===== src/rtl/mc_pkg.sv =====
// Shared types and encodings for the multicycle MIPS-subset core:
// controller states, opcode/funct values and ALU operation select.
package mc_pkg;

  typedef enum logic [3:0] {
    S_FETCH,
    S_DECODE,
    S_EXEC,
    S_ADDIEX,
    S_ALUWB,
    S_MEMADR,
    S_MEMRD,
    S_MEMWB,
    S_MEMWR,
    S_BRANCH,
    S_JUMP,
    S_JREG,
    S_HALT
  } state_e;

  typedef enum logic [2:0] {
    ALU_ADD,
    ALU_SUB,
    ALU_AND,
    ALU_OR,
    ALU_SLT
  } alu_ctrl_e;

  localparam logic [5:0] OP_RTYPE = 6'h00;
  localparam logic [5:0] OP_J     = 6'h02;
  localparam logic [5:0] OP_JAL   = 6'h03;
  localparam logic [5:0] OP_BEQ   = 6'h04;
  localparam logic [5:0] OP_ADDI  = 6'h08;
  localparam logic [5:0] OP_LW    = 6'h23;
  localparam logic [5:0] OP_SW    = 6'h2B;

  localparam logic [5:0] FN_JR    = 6'h08;
  localparam logic [5:0] FN_ADD   = 6'h20;
  localparam logic [5:0] FN_SUB   = 6'h22;
  localparam logic [5:0] FN_AND   = 6'h24;
  localparam logic [5:0] FN_OR    = 6'h25;
  localparam logic [5:0] FN_SLT   = 6'h2A;

  function automatic alu_ctrl_e funct_to_alu(input logic [5:0] funct);
    case (funct)
      FN_SUB:  return ALU_SUB;
      FN_AND:  return ALU_AND;
      FN_OR:   return ALU_OR;
      FN_SLT:  return ALU_SLT;
      default: return ALU_ADD;
    endcase
  endfunction

endpackage


===== src/rtl/mc_regfile.sv =====
// NREG x XLEN register file: two asynchronous read ports, one synchronous
// write port, entry 0 reads as zero and ignores writes.
module mc_regfile #(
  parameter int XLEN = 32,
  parameter int NREG = 32,
  localparam int AW  = $clog2(NREG)
) (
  input  logic            clock,
  input  logic            reset_n,
  input  logic [AW-1:0]   i_ra1,
  input  logic [AW-1:0]   i_ra2,
  input  logic            i_we,
  input  logic [AW-1:0]   i_wa,
  input  logic [XLEN-1:0] i_wd,
  output logic [XLEN-1:0] o_rd1,
  output logic [XLEN-1:0] o_rd2
);

  logic [XLEN-1:0] r_mem [NREG];

  always_ff @(posedge clock or negedge reset_n) begin
    if (!reset_n) begin
      for (int i = 0; i < NREG; i++) r_mem[i] <= '0;
    end else if (i_we && (i_wa != '0)) begin
      r_mem[i_wa] <= i_wd;
    end
  end

  assign o_rd1 = (i_ra1 == '0) ? '0 : r_mem[i_ra1];
  assign o_rd2 = (i_ra2 == '0) ? '0 : r_mem[i_ra2];

endmodule


===== src/rtl/mc_datapath.sv =====
// Multicycle MIPS-subset core: controller FSM, ALU and muxes sharing one
// ready-handshake memory port. jal/jr exist only with MC_DATAPATH_JAL_EN.
module mc_datapath
  import mc_pkg::*;
#(
  parameter int              XLEN     = 32,
  parameter int              NREG     = 32,
  parameter logic [XLEN-1:0] RESET_PC = '0
) (
  input  logic            clock,
  input  logic            reset_n,
  output logic            mem_req,
  output logic            mem_we,
  output logic [XLEN-1:0] mem_addr,
  output logic [XLEN-1:0] mem_wdata,
  input  logic [XLEN-1:0] mem_rdata,
  input  logic            mem_ready,
  output logic [XLEN-1:0] pc_q,
  output logic [XLEN-1:0] instr,
  output logic            reg_write_en,
  output logic            halted
);

  // state  | meaning
  // FETCH  | read IR at PC, PC <= PC+4 when ready
  // DECODE | latch A/B, dispatch on opcode
  // EXEC   | R-type ALU op into ALUOut
  // ADDIEX | A + imm into ALUOut
  // ALUWB  | write ALUOut to rd (R-type) or rt (addi)
  // MEMADR | A + imm into ALUOut and memory address
  // MEMRD  | load access, MDR <= rdata when ready
  // MEMWB  | write MDR to rt
  // MEMWR  | store access held until ready
  // BRANCH | beq resolve, redirect PC when A == B
  // JUMP   | j/jal target, jal links PC+4 into r[NREG-1]
  // JREG   | jr: PC <= A
  // HALT   | illegal instruction trap, terminal until reset

  localparam int AW = $clog2(NREG);

  state_e          r_state;
  logic [XLEN-1:0] r_pc, r_ir, r_a, r_b, r_aluout, r_mdr;
  logic [XLEN-1:0] r_mem_addr, r_mem_wdata;
  logic            r_mem_req, r_mem_we, r_reg_we, r_halted;

  logic [5:0]      w_op, w_funct;
  logic [AW-1:0]   w_rs, w_rt, w_rd, w_wa;
  logic [XLEN-1:0] w_imm, w_rd1, w_rd2, w_wd;
  logic [XLEN-1:0] w_alu_b, w_alu_y, w_pc_br, w_pc_jmp, w_pc_next;
  alu_ctrl_e       w_alu_ctrl;
  state_e          w_dec_state;

  assign w_op     = r_ir[31:26];
  assign w_funct  = r_ir[5:0];
  assign w_rs     = r_ir[21 +: AW];
  assign w_rt     = r_ir[16 +: AW];
  assign w_rd     = r_ir[11 +: AW];
  assign w_imm    = {{(XLEN-16){r_ir[15]}}, r_ir[15:0]};
  assign w_pc_br  = r_pc + {w_imm[XLEN-3:0], 2'b00};
  assign w_pc_jmp = {r_pc[XLEN-1:28], r_ir[25:0], 2'b00};
  assign w_pc_next = (r_a == r_b) ? w_pc_br : r_pc;

  // Outside EXEC the ALU serves as the immediate adder for addi and lw/sw.
  assign w_alu_b    = (r_state == S_EXEC) ? r_b : w_imm;
  assign w_alu_ctrl = (r_state == S_EXEC) ? funct_to_alu(w_funct) : ALU_ADD;

  always_comb begin
    w_alu_y = r_a + w_alu_b;
    case (w_alu_ctrl)
      ALU_SUB: w_alu_y = r_a - w_alu_b;
      ALU_AND: w_alu_y = r_a & w_alu_b;
      ALU_OR:  w_alu_y = r_a | w_alu_b;
      ALU_SLT: w_alu_y = {{(XLEN-1){1'b0}}, ($signed(r_a) < $signed(w_alu_b))};
      default: w_alu_y = r_a + w_alu_b;
    endcase
  end

  always_comb begin
    w_dec_state = S_HALT;
    case (w_op)
      OP_RTYPE: begin
        case (w_funct)
          FN_ADD, FN_SUB, FN_AND, FN_OR, FN_SLT: w_dec_state = S_EXEC;
`ifdef MC_DATAPATH_JAL_EN
          FN_JR: w_dec_state = S_JREG;
`endif
          default: w_dec_state = S_HALT;
        endcase
      end
      OP_ADDI:     w_dec_state = S_ADDIEX;
      OP_LW, OP_SW: w_dec_state = S_MEMADR;
      OP_BEQ:      w_dec_state = S_BRANCH;
      OP_J:        w_dec_state = S_JUMP;
`ifdef MC_DATAPATH_JAL_EN
      OP_JAL:      w_dec_state = S_JUMP;
`endif
      default:     w_dec_state = S_HALT;
    endcase
  end

  always_comb begin
    w_wa = w_rt;
    w_wd = r_aluout;
    case (r_state)
      S_ALUWB: if (w_op == OP_RTYPE) w_wa = w_rd;
      S_MEMWB: w_wd = r_mdr;
`ifdef MC_DATAPATH_JAL_EN
      S_JUMP: begin
        w_wa = AW'(NREG - 1);
        w_wd = r_pc;
      end
`endif
      default: ;
    endcase
  end

  mc_regfile #(.XLEN(XLEN), .NREG(NREG)) u_regfile (
    .clock   (clock),
    .reset_n (reset_n),
    .i_ra1   (w_rs),
    .i_ra2   (w_rt),
    .i_we    (r_reg_we),
    .i_wa    (w_wa),
    .i_wd    (w_wd),
    .o_rd1   (w_rd1),
    .o_rd2   (w_rd2)
  );

  always_ff @(posedge clock or negedge reset_n) begin
    if (!reset_n) begin
      r_state     <= S_FETCH;
      r_pc        <= RESET_PC;
      r_ir        <= '0;
      r_a         <= '0;
      r_b         <= '0;
      r_aluout    <= '0;
      r_mdr       <= '0;
      r_mem_req   <= 1'b0;
      r_mem_we    <= 1'b0;
      r_mem_addr  <= RESET_PC;
      r_mem_wdata <= '0;
      r_reg_we    <= 1'b0;
      r_halted    <= 1'b0;
    end else begin
      r_reg_we <= 1'b0;
      case (r_state)
        S_FETCH: begin
          // First cycle out of reset only raises the request.
          if (!r_mem_req) begin
            r_mem_req <= 1'b1;
          end else if (mem_ready) begin
            r_ir      <= mem_rdata;
            r_pc      <= r_pc + XLEN'(4);
            r_mem_req <= 1'b0;
            r_state   <= S_DECODE;
          end
        end
        S_DECODE: begin
          r_a     <= w_rd1;
          r_b     <= w_rd2;
          r_state <= w_dec_state;
          if (w_dec_state == S_HALT) r_halted <= 1'b1;
`ifdef MC_DATAPATH_JAL_EN
          if (w_op == OP_JAL) r_reg_we <= 1'b1;
`endif
        end
        S_EXEC, S_ADDIEX: begin
          r_aluout <= w_alu_y;
          r_reg_we <= 1'b1;
          r_state  <= S_ALUWB;
        end
        S_ALUWB, S_MEMWB: begin
          r_mem_req  <= 1'b1;
          r_mem_addr <= r_pc;
          r_state    <= S_FETCH;
        end
        S_MEMADR: begin
          r_aluout   <= w_alu_y;
          r_mem_addr <= w_alu_y;
          r_mem_req  <= 1'b1;
          if (w_op == OP_SW) begin
            r_mem_we    <= 1'b1;
            r_mem_wdata <= r_b;
            r_state     <= S_MEMWR;
          end else begin
            r_state <= S_MEMRD;
          end
        end
        S_MEMRD: begin
          if (mem_ready) begin
            r_mdr     <= mem_rdata;
            r_mem_req <= 1'b0;
            r_reg_we  <= 1'b1;
            r_state   <= S_MEMWB;
          end
        end
        S_MEMWR: begin
          if (mem_ready) begin
            r_mem_we   <= 1'b0;
            r_mem_addr <= r_pc;
            r_state    <= S_FETCH;
          end
        end
        S_BRANCH: begin
          r_pc       <= w_pc_next;
          r_mem_addr <= w_pc_next;
          r_mem_req  <= 1'b1;
          r_state    <= S_FETCH;
        end
        S_JUMP: begin
          r_pc       <= w_pc_jmp;
          r_mem_addr <= w_pc_jmp;
          r_mem_req  <= 1'b1;
          r_state    <= S_FETCH;
        end
        S_JREG: begin
          r_pc       <= r_a;
          r_mem_addr <= r_a;
          r_mem_req  <= 1'b1;
          r_state    <= S_FETCH;
        end
        S_HALT: r_state <= S_HALT;
        default: begin
          r_halted <= 1'b1;
          r_state  <= S_HALT;
        end
      endcase
    end
  end

  assign mem_req      = r_mem_req;
  assign mem_we       = r_mem_we;
  assign mem_addr     = r_mem_addr;
  assign mem_wdata    = r_mem_wdata;
  assign pc_q         = r_pc;
  assign instr        = r_ir;
  assign reg_write_en = r_reg_we;
  assign halted       = r_halted;

endmodule

===== config.mk =====
export PLATFORM = sky130hd
export DESIGN_NAME = mc_datapath
export DESIGN_NICKNAME = d
export VERILOG_FILES = /design/src/rtl/mc_pkg.sv /design/src/rtl/mc_regfile.sv /design/src/rtl/mc_datapath.sv
export SDC_FILE = /design/constraint.sdc
export NUM_CORES = 2
export LEC_CHECK = 0
export CORE_ASPECT_RATIO = 1.4
export CORE_UTILIZATION = 57
export DETAILED_ROUTE_END_ITERATION = 12
export PLACE_DENSITY_LB_ADDON = 0.2
export SLEW_MARGIN = 20
export SYNTH_ARGS = -nofsm -noshare
export SYNTH_HDL_FRONTEND = slang
export SYNTH_SLANG_ARGS = --single-unit

===== constraint.sdc =====
create_clock -name clock -period 4.8 [get_ports clock]
set_input_delay 0.96 -clock clock [delete_from_list [all_inputs] [get_ports clock]]
set_output_delay 0.96 -clock clock [all_outputs]
set_load 0.05 [all_outputs]

Word-level counts from Yosys, hierarchy flattened
Cells that the tools add are included.

storage, ports and cells
  register bits = 1288
  bits of input ports = 35
  output and inout bits = 132
  logic and storage cells = 168

cells by class
  add/subtract/negate cells = 4
  order comparisons = 5
  eq/ne operators = 34
  multiplexer cells = 42
  bitwise operators = 7
  reduce and logical (&&, ||, !) cells = 30

operators with widths
  cell                                                 number
  bitwise mux 1024 bit                                 1
  2-to-1 mux 32 bit                                    13
  binary-select mux 32 bit (select 5 bit)              2
  case mux 32 bit (4 select lines)                     2
  case mux 32 bit (6 select lines)                     1
  demux 32 bit (select 5 bit)                          1
  adder 32 bit                                         2
  equality test 6 bit, second input constant           7
  adder 32 x 3 -> 32 bit, second input constant        1
  bitwise AND 32 bit                                   1
  equality test 32 bit                                 1
  less-than comparator 32 bit                          1
  OR 32 bit                                            1
  subtractor 32 bit                                    1
  case mux 4 bit (7 select lines)                      1
  equality test 4 bit, second input constant           6
  2-to-1 mux 4 bit                                     6
  case mux 4 bit (5 select lines)                      1
  >= comparator 6 bit, second input constant           3
  NOT 5 -> 6 bit                                       3
  equality test 4 x 3 -> 1 bit, second input constant  4
  inequality test 2 bit, second input constant         6
  case mux 3 bit (4 select lines)                      1
  OR reduction 12 bit                                  1
  31 further kinds                                     55

Longest topological paths before layout
  word-level depth = 9
  gate-level depth with buffers = 22
  mapped depth without buffers = 16

Cells and area by module
From an unflattened synthesis, not the netlist that was laid out.

unflattened totals
  cell total of the unflattened synthesis = 5834
  area, all modules = 73571.8 um2

modules (own cells, without submodules)
  module       instances  cells each  area an instance (um2)  sequential area each (um2)
  mc_regfile   1          3624        54444.7                 25624.6
  mc_datapath  1          2210        19127.1                 6606.3

Worst setup path after synthesis
OpenSTA, ideal clock, no wires.

  kind = reg2reg
  from = reg r_state[1]
  to = reg r_aluout[30]
  setup time = 119 ps
  arrival time = 4536 ps
  required time = 4681 ps
  path slack = 145 ps
  stages on the path, launching flop included = 21
  buffers on the path = 6
  clock period less this slack = 4655 ps
  cells stage by stage = dfrtp_1 -> buf_2 -> nor2b_1 -> and2_1 -> buf_2 -> clkbuf_1 -> buf_1 -> clkbuf_1 -> nand2_1 -> nand2_1 -> inv_1 -> ha_1 -> clkbuf_1 -> or4_1 -> or3_1 -> o221ai_2 -> a211oi_2 -> a221o_1 -> mux2i_1 -> o211ai_1 -> o21a_1

between the ends
  word-level cells in the longest chain between the ends = 4
  elaborated cells on any way between the ends = 15
  those cells by class = 2 x add/sub; 7 x eq/ne; 3 x mux; 2 x bitwise; 1 x reduce/logical

RTL lines
  what                                                          line                                                      RTL
  from (decl)                                                   mc_datapath.sv:41                                         state_e r_state;
  from (signal assigned)                                        mc_datapath.sv:161                                        r_state <= w_dec_state;
  equality test 4 x 2 -> 1 bit                                  mc_datapath.sv:64, mc_datapath.sv:65, mc_datapath.sv:146
  2-to-1 mux 32 bit / 2-to-1 mux 3 bit (equally long branches)  mc_datapath.sv:64, mc_datapath.sv:65
  adder 32 bit (tied with other cells)                          mc_datapath.sv:74                                         default: w_alu_y = r_a + w_alu_b;
  case mux 32 bit (4 select lines)                              mc_datapath.sv:69                                         case (w_alu_ctrl)
  to (signal assigned)                                          mc_datapath.sv:168                                        r_aluout <= w_alu_y;
  to (signal assigned)                                          mc_datapath.sv:178                                        r_aluout <= w_alu_y;
  to (decl)                                                     mc_datapath.sv:42                                         logic [XLEN-1:0] r_pc, r_ir, r_a, r_b, r_aluout, r_mdr;

Several ways; a longest one is shown, not always the timed one.
A chain may end at the register's enable or synchronous reset.

Worst setup path in the final report
  from = reg r_state[2]
  to = reg r_mem_addr[31] (netlist: mem_addr[31])

between the ends
  word-level cells in the longest chain between the ends = 5
  elaborated cells on any way between the ends = 24
  those cells by class = 2 x add/sub; 13 x eq/ne; 4 x mux; 2 x bitwise; 3 x reduce/logical

RTL lines
  what                                                          line                                  RTL
  equality test 4 x 2 -> 1 bit                                  mc_datapath.sv:64, mc_datapath.sv:65
  2-to-1 mux 32 bit / 2-to-1 mux 3 bit (equally long branches)  mc_datapath.sv:64, mc_datapath.sv:65
  adder 32 bit (tied with other cells)                          mc_datapath.sv:74
  case mux 32 bit (4 select lines)                              mc_datapath.sv:69
  case mux 32 bit (6 select lines)                              mc_datapath.sv:146                    case (r_state)
  to (signal assigned)                                          mc_datapath.sv:174                    r_mem_addr <= r_pc;
  to (signal assigned)                                          mc_datapath.sv:179                    r_mem_addr <= w_alu_y;
  to (signal assigned)                                          mc_datapath.sv:200                    r_mem_addr <= r_pc;
  to (decl)                                                     mc_datapath.sv:43                     logic [XLEN-1:0] r_mem_addr, r_mem_wdata;

Several ways; a longest one is shown, not always the timed one.

==> impl_metrics.env <==
export IMPL_ir_drop_uv=580
export IMPL_path_buf_inv=4
export IMPL_slew_viol_final=0
export IMPL_wl_per_cell_um=29.6
export IMPL_clk_pin_slew_worst_paths_ps=70
export IMPL_yosysSeqAreaShare=0.454
export IMPL_vias_per_cell=6.75
export IMPL_synth_edf_count=0
export IMPL_cts_sinks=1288
export IMPL_final_antenna_net_count=0
export IMPL_cts_buffer_depth=3
export IMPL_cpMaxStageDelayCell="o311ai_0"
export IMPL_rsz0062_at_grt="yes"
export IMPL_critical_path_class="flop to flop"
export IMPL_synth_fp_nets=6714
export IMPL_synth_cell_types=97
export IMPL_ff_latch_area_mm2=0.0323
export IMPL_antenna_found_initial=10
export IMPL_numCtsBuffers=120
export IMPL_crit_fanout=26
export IMPL_die_height_um=420
export IMPL_overflow=0
export IMPL_dp_hpwl_mm=154
export IMPL_startpoint_type="flop"
export IMPL_vias=55300
export IMPL_coreArea_mm2=0.123
export IMPL_post_route_util=0.642
export IMPL_critPathRequiredTime_ps=5460
export IMPL_drt_iter0_drc=5941
export IMPL_die_x_um=300
export IMPL_fin_skew_ps=30.4
export IMPL_grt_max_degree=133
export IMPL_synth_warnings=0
export IMPL_cts_max_level=3
export IMPL_grt_use_met2=0.633
export IMPL_drive_gt1_frac=0.204
export IMPL_port_buffer_count=166
export IMPL_design_area_mm2=0.0790
export IMPL_mostFrequentLayoutCells="1277 x dfrtp_1, 818 x nand2_1, 648 x nor2_1"
export IMPL_top_usage_layer="met2"
export IMPL_syn_area_mm2=0.0710
export IMPL_start_util=0.577
export IMPL_async_reset_ff_frac=1.00
export IMPL_crit_chain="nor2_1 > and2_2 > buf_12 > buf_4 > mux2_2 > ha_1 > a21o_1 > o21bai_1 > a221o_1 > a31oi_1 > buf_4 > a31oi_1 > o311ai_0 > buf_4 > a21oi_1 > o221a_2"
export IMPL_num_io_pins=167
export IMPL_tightest_slew_ps=1260
export IMPL_synth_top_flop_cell="dfrtp_1"
export IMPL_hold_violations=0
export IMPL_multi_input_area_mm2=0.0363
export IMPL_critPathArrivalTime_ps=5260
export IMPL_max_slew_margin=0.139
export IMPL_globalRouteMet1Util=0.480
export IMPL_root_buffer="clkbuf_16"
export IMPL_postPlaceCellArea_mm2=0.0748
export IMPL_clkLatencyLatePin_ps=770
export IMPL_drt_first_pass_iters=8
export IMPL_period_minus_slack_ps=4600
export IMPL_ctsHoldBuffers=0
export IMPL_routed_wl_mm=242
export IMPL_layout_commonest_cell="dfrtp_1"
export IMPL_cts_tree="done"
export IMPL_rows=152
export IMPL_cpMostUsedCell="buf_4"
export IMPL_place_congestion=1.02
export IMPL_cp_end_kind="flop"
export IMPL_finalSetupTns_ps=0
export IMPL_power_density_mw_per_mm2=661
export IMPL_grtUsageTotal=0.391
export IMPL_remaining_drc_errors=0
export IMPL_maxCapViolCount=0
export IMPL_dieArea_mm2=0.126
export IMPL_synthToLayoutAreaGrowth_pct=11.2
export IMPL_nets=6628
export IMPL_p_leak_nw=34.1
export IMPL_crit_family="compound AO/OA/AOI/OAI gates"
export IMPL_finalSetupViolations=0
export IMPL_status="finished clean"
export IMPL_syn_avg_cell_area_um2=10.8
export IMPL_synthCells=6550
export IMPL_worstHoldPathType="primary input to asynchronous set/reset pin"
export IMPL_fmax_mhz=217
export IMPL_period_share=0.959
export IMPL_grt_pass1_vias=55600
export IMPL_ys_ff_latch=1288
export IMPL_grt_first_pass_wirelength_mm=360
export IMPL_cp_slowest_stage_delay_ps=570
export IMPL_n_fill_cell=9478
export IMPL_grt_util_met3=0.0703
## cells in the mapped netlist, drive strengths merged, types with 7 or more instances
library cell	number	area [um^2]
dfrtp	1288	32200
nand2	835	3130
nor2	670	2620
o21ai	646	3240
a21oi	633	3170
mux4	608	13700
clkbuf	436	1640
buf	167	743
mux2	160	1810
ha	126	1580
inv	121	454
mux2i	89	891
o22ai	80	500
xor2	53	464
nor2b	47	297
o31ai	41	313
xnor2	38	333
a31oi	36	238
nand3	36	180
a21o	33	248
nor3	30	155
and3	24	150
o211ai	24	194
a221oi	21	203
nand2b	21	131
nand4	20	131
o21a	19	143
a211oi	17	143
nor4	17	106
o21bai	17	131
a222oi	16	160
o221ai	15	138
and2	13	81.3
a22oi	12	90.1
or3	12	75.1
or2	10	62.6
nand3b	9	67.6
a2111oi	8	95.1
a22o	8	70.1
a21boi	7	52.6
a221o	7	70.1
## where the power goes
| group | total [mW] | switching, mW | internal [mW] | leakage (nW) |
|---|---|---|---|---|
| sequential | 16.8 | 3.20 | 13.6 | 17.5 |
| combinational | 25.3 | 15.1 | 10.2 | 14.6 |
| clock | 10.1 | 4.49 | 5.62 | 2.04 |
## path summary, 6_finish.rpt
check | from | endpoint | slack (ps) | cells after the start
max | r_state[2] | mem_addr[31] | 200 | 16
min | reset_n | u_regfile.r_mem[37] | 180 | 1
max reg2reg | r_state[2] | mem_addr[31] | 200 | 16
min reg2reg | u_regfile.r_mem[1020] | u_regfile.r_mem[1020] | 390 | 0
max in group asynchronous | reset_n | u_regfile.r_mem[284] | 3220 | 2
min in group clock | u_regfile.r_mem[1020] | u_regfile.r_mem[1020] | 390 | 0
## routing by layer
metal | share of wire | routed length (um)
met5 | 0.00015 | 37
met4 | 0.078 | 19000
met3 | 0.085 | 20500
met2 | 0.48 | 116000
met1 | 0.36 | 86600
## flip-flops by register name (all words and copies together) (netlist names)
register and flops:
r_state 4, mem_addr 32, mem_req 1, reg_write_en 1, mem_we 1, r_mdr 32
u_regfile.r_mem 1024, pc_q 32, instr 32, mem_wdata 32, r_b 32, r_aluout 32
r_a 32, halted 1
## layout make-up
type                    instances  area share
multi-input cells            4538       0.460
flip-flops and latches       1288       0.409
repair buffers                395      0.0478
clock buffers                 168      0.0441
well taps                    1617      0.0256
clock inverters                58     0.00815
inverters                     121     0.00575
diodes                          6    0.000190
## metrics by stage
stage | hold slack (ps) | cells | power (mW) | worst slack [ps]
6_report | 182 | 8191 | 52.2 | 197
5_1_grt | 237 | 8188 | 54.5 | -18.5
4_1_cts | 202 | 8183 | 51.8 | 178
3_5_place_dp | 383 | 7957 | 41.7 | 201
3_3_place_gp | 376 | 7957 | 41.2 | 195
2_1_floorplan | 441 | 6550 | 32.8 | 145
## what timing repair did
action,4_1_cts,5_1_grt
buffers inserted,0,1
setup endpoints to repair,0,10
gates resized for setup,0,2
## kinds of logic (layout without fill, tap and decap cells)
| kind of cell | after synthesis | after routing | synth area share |
|---|---|---|---|
| compound gates | 1699 | 1699 | 0.138 |
| flops | 1288 | 1288 | 0.454 |
| other cells | 0 | 6 | 0 |
| buf+inv | 724 | 742 | 0.0399 |
| mux | 857 | 857 | 0.231 |
| xor+xnor | 91 | 91 | 0.0112 |
| simple gates | 1762 | 1762 | 0.103 |
| fa+ha+maj | 129 | 129 | 0.0230 |
Power figures use the tool's default switching activity.
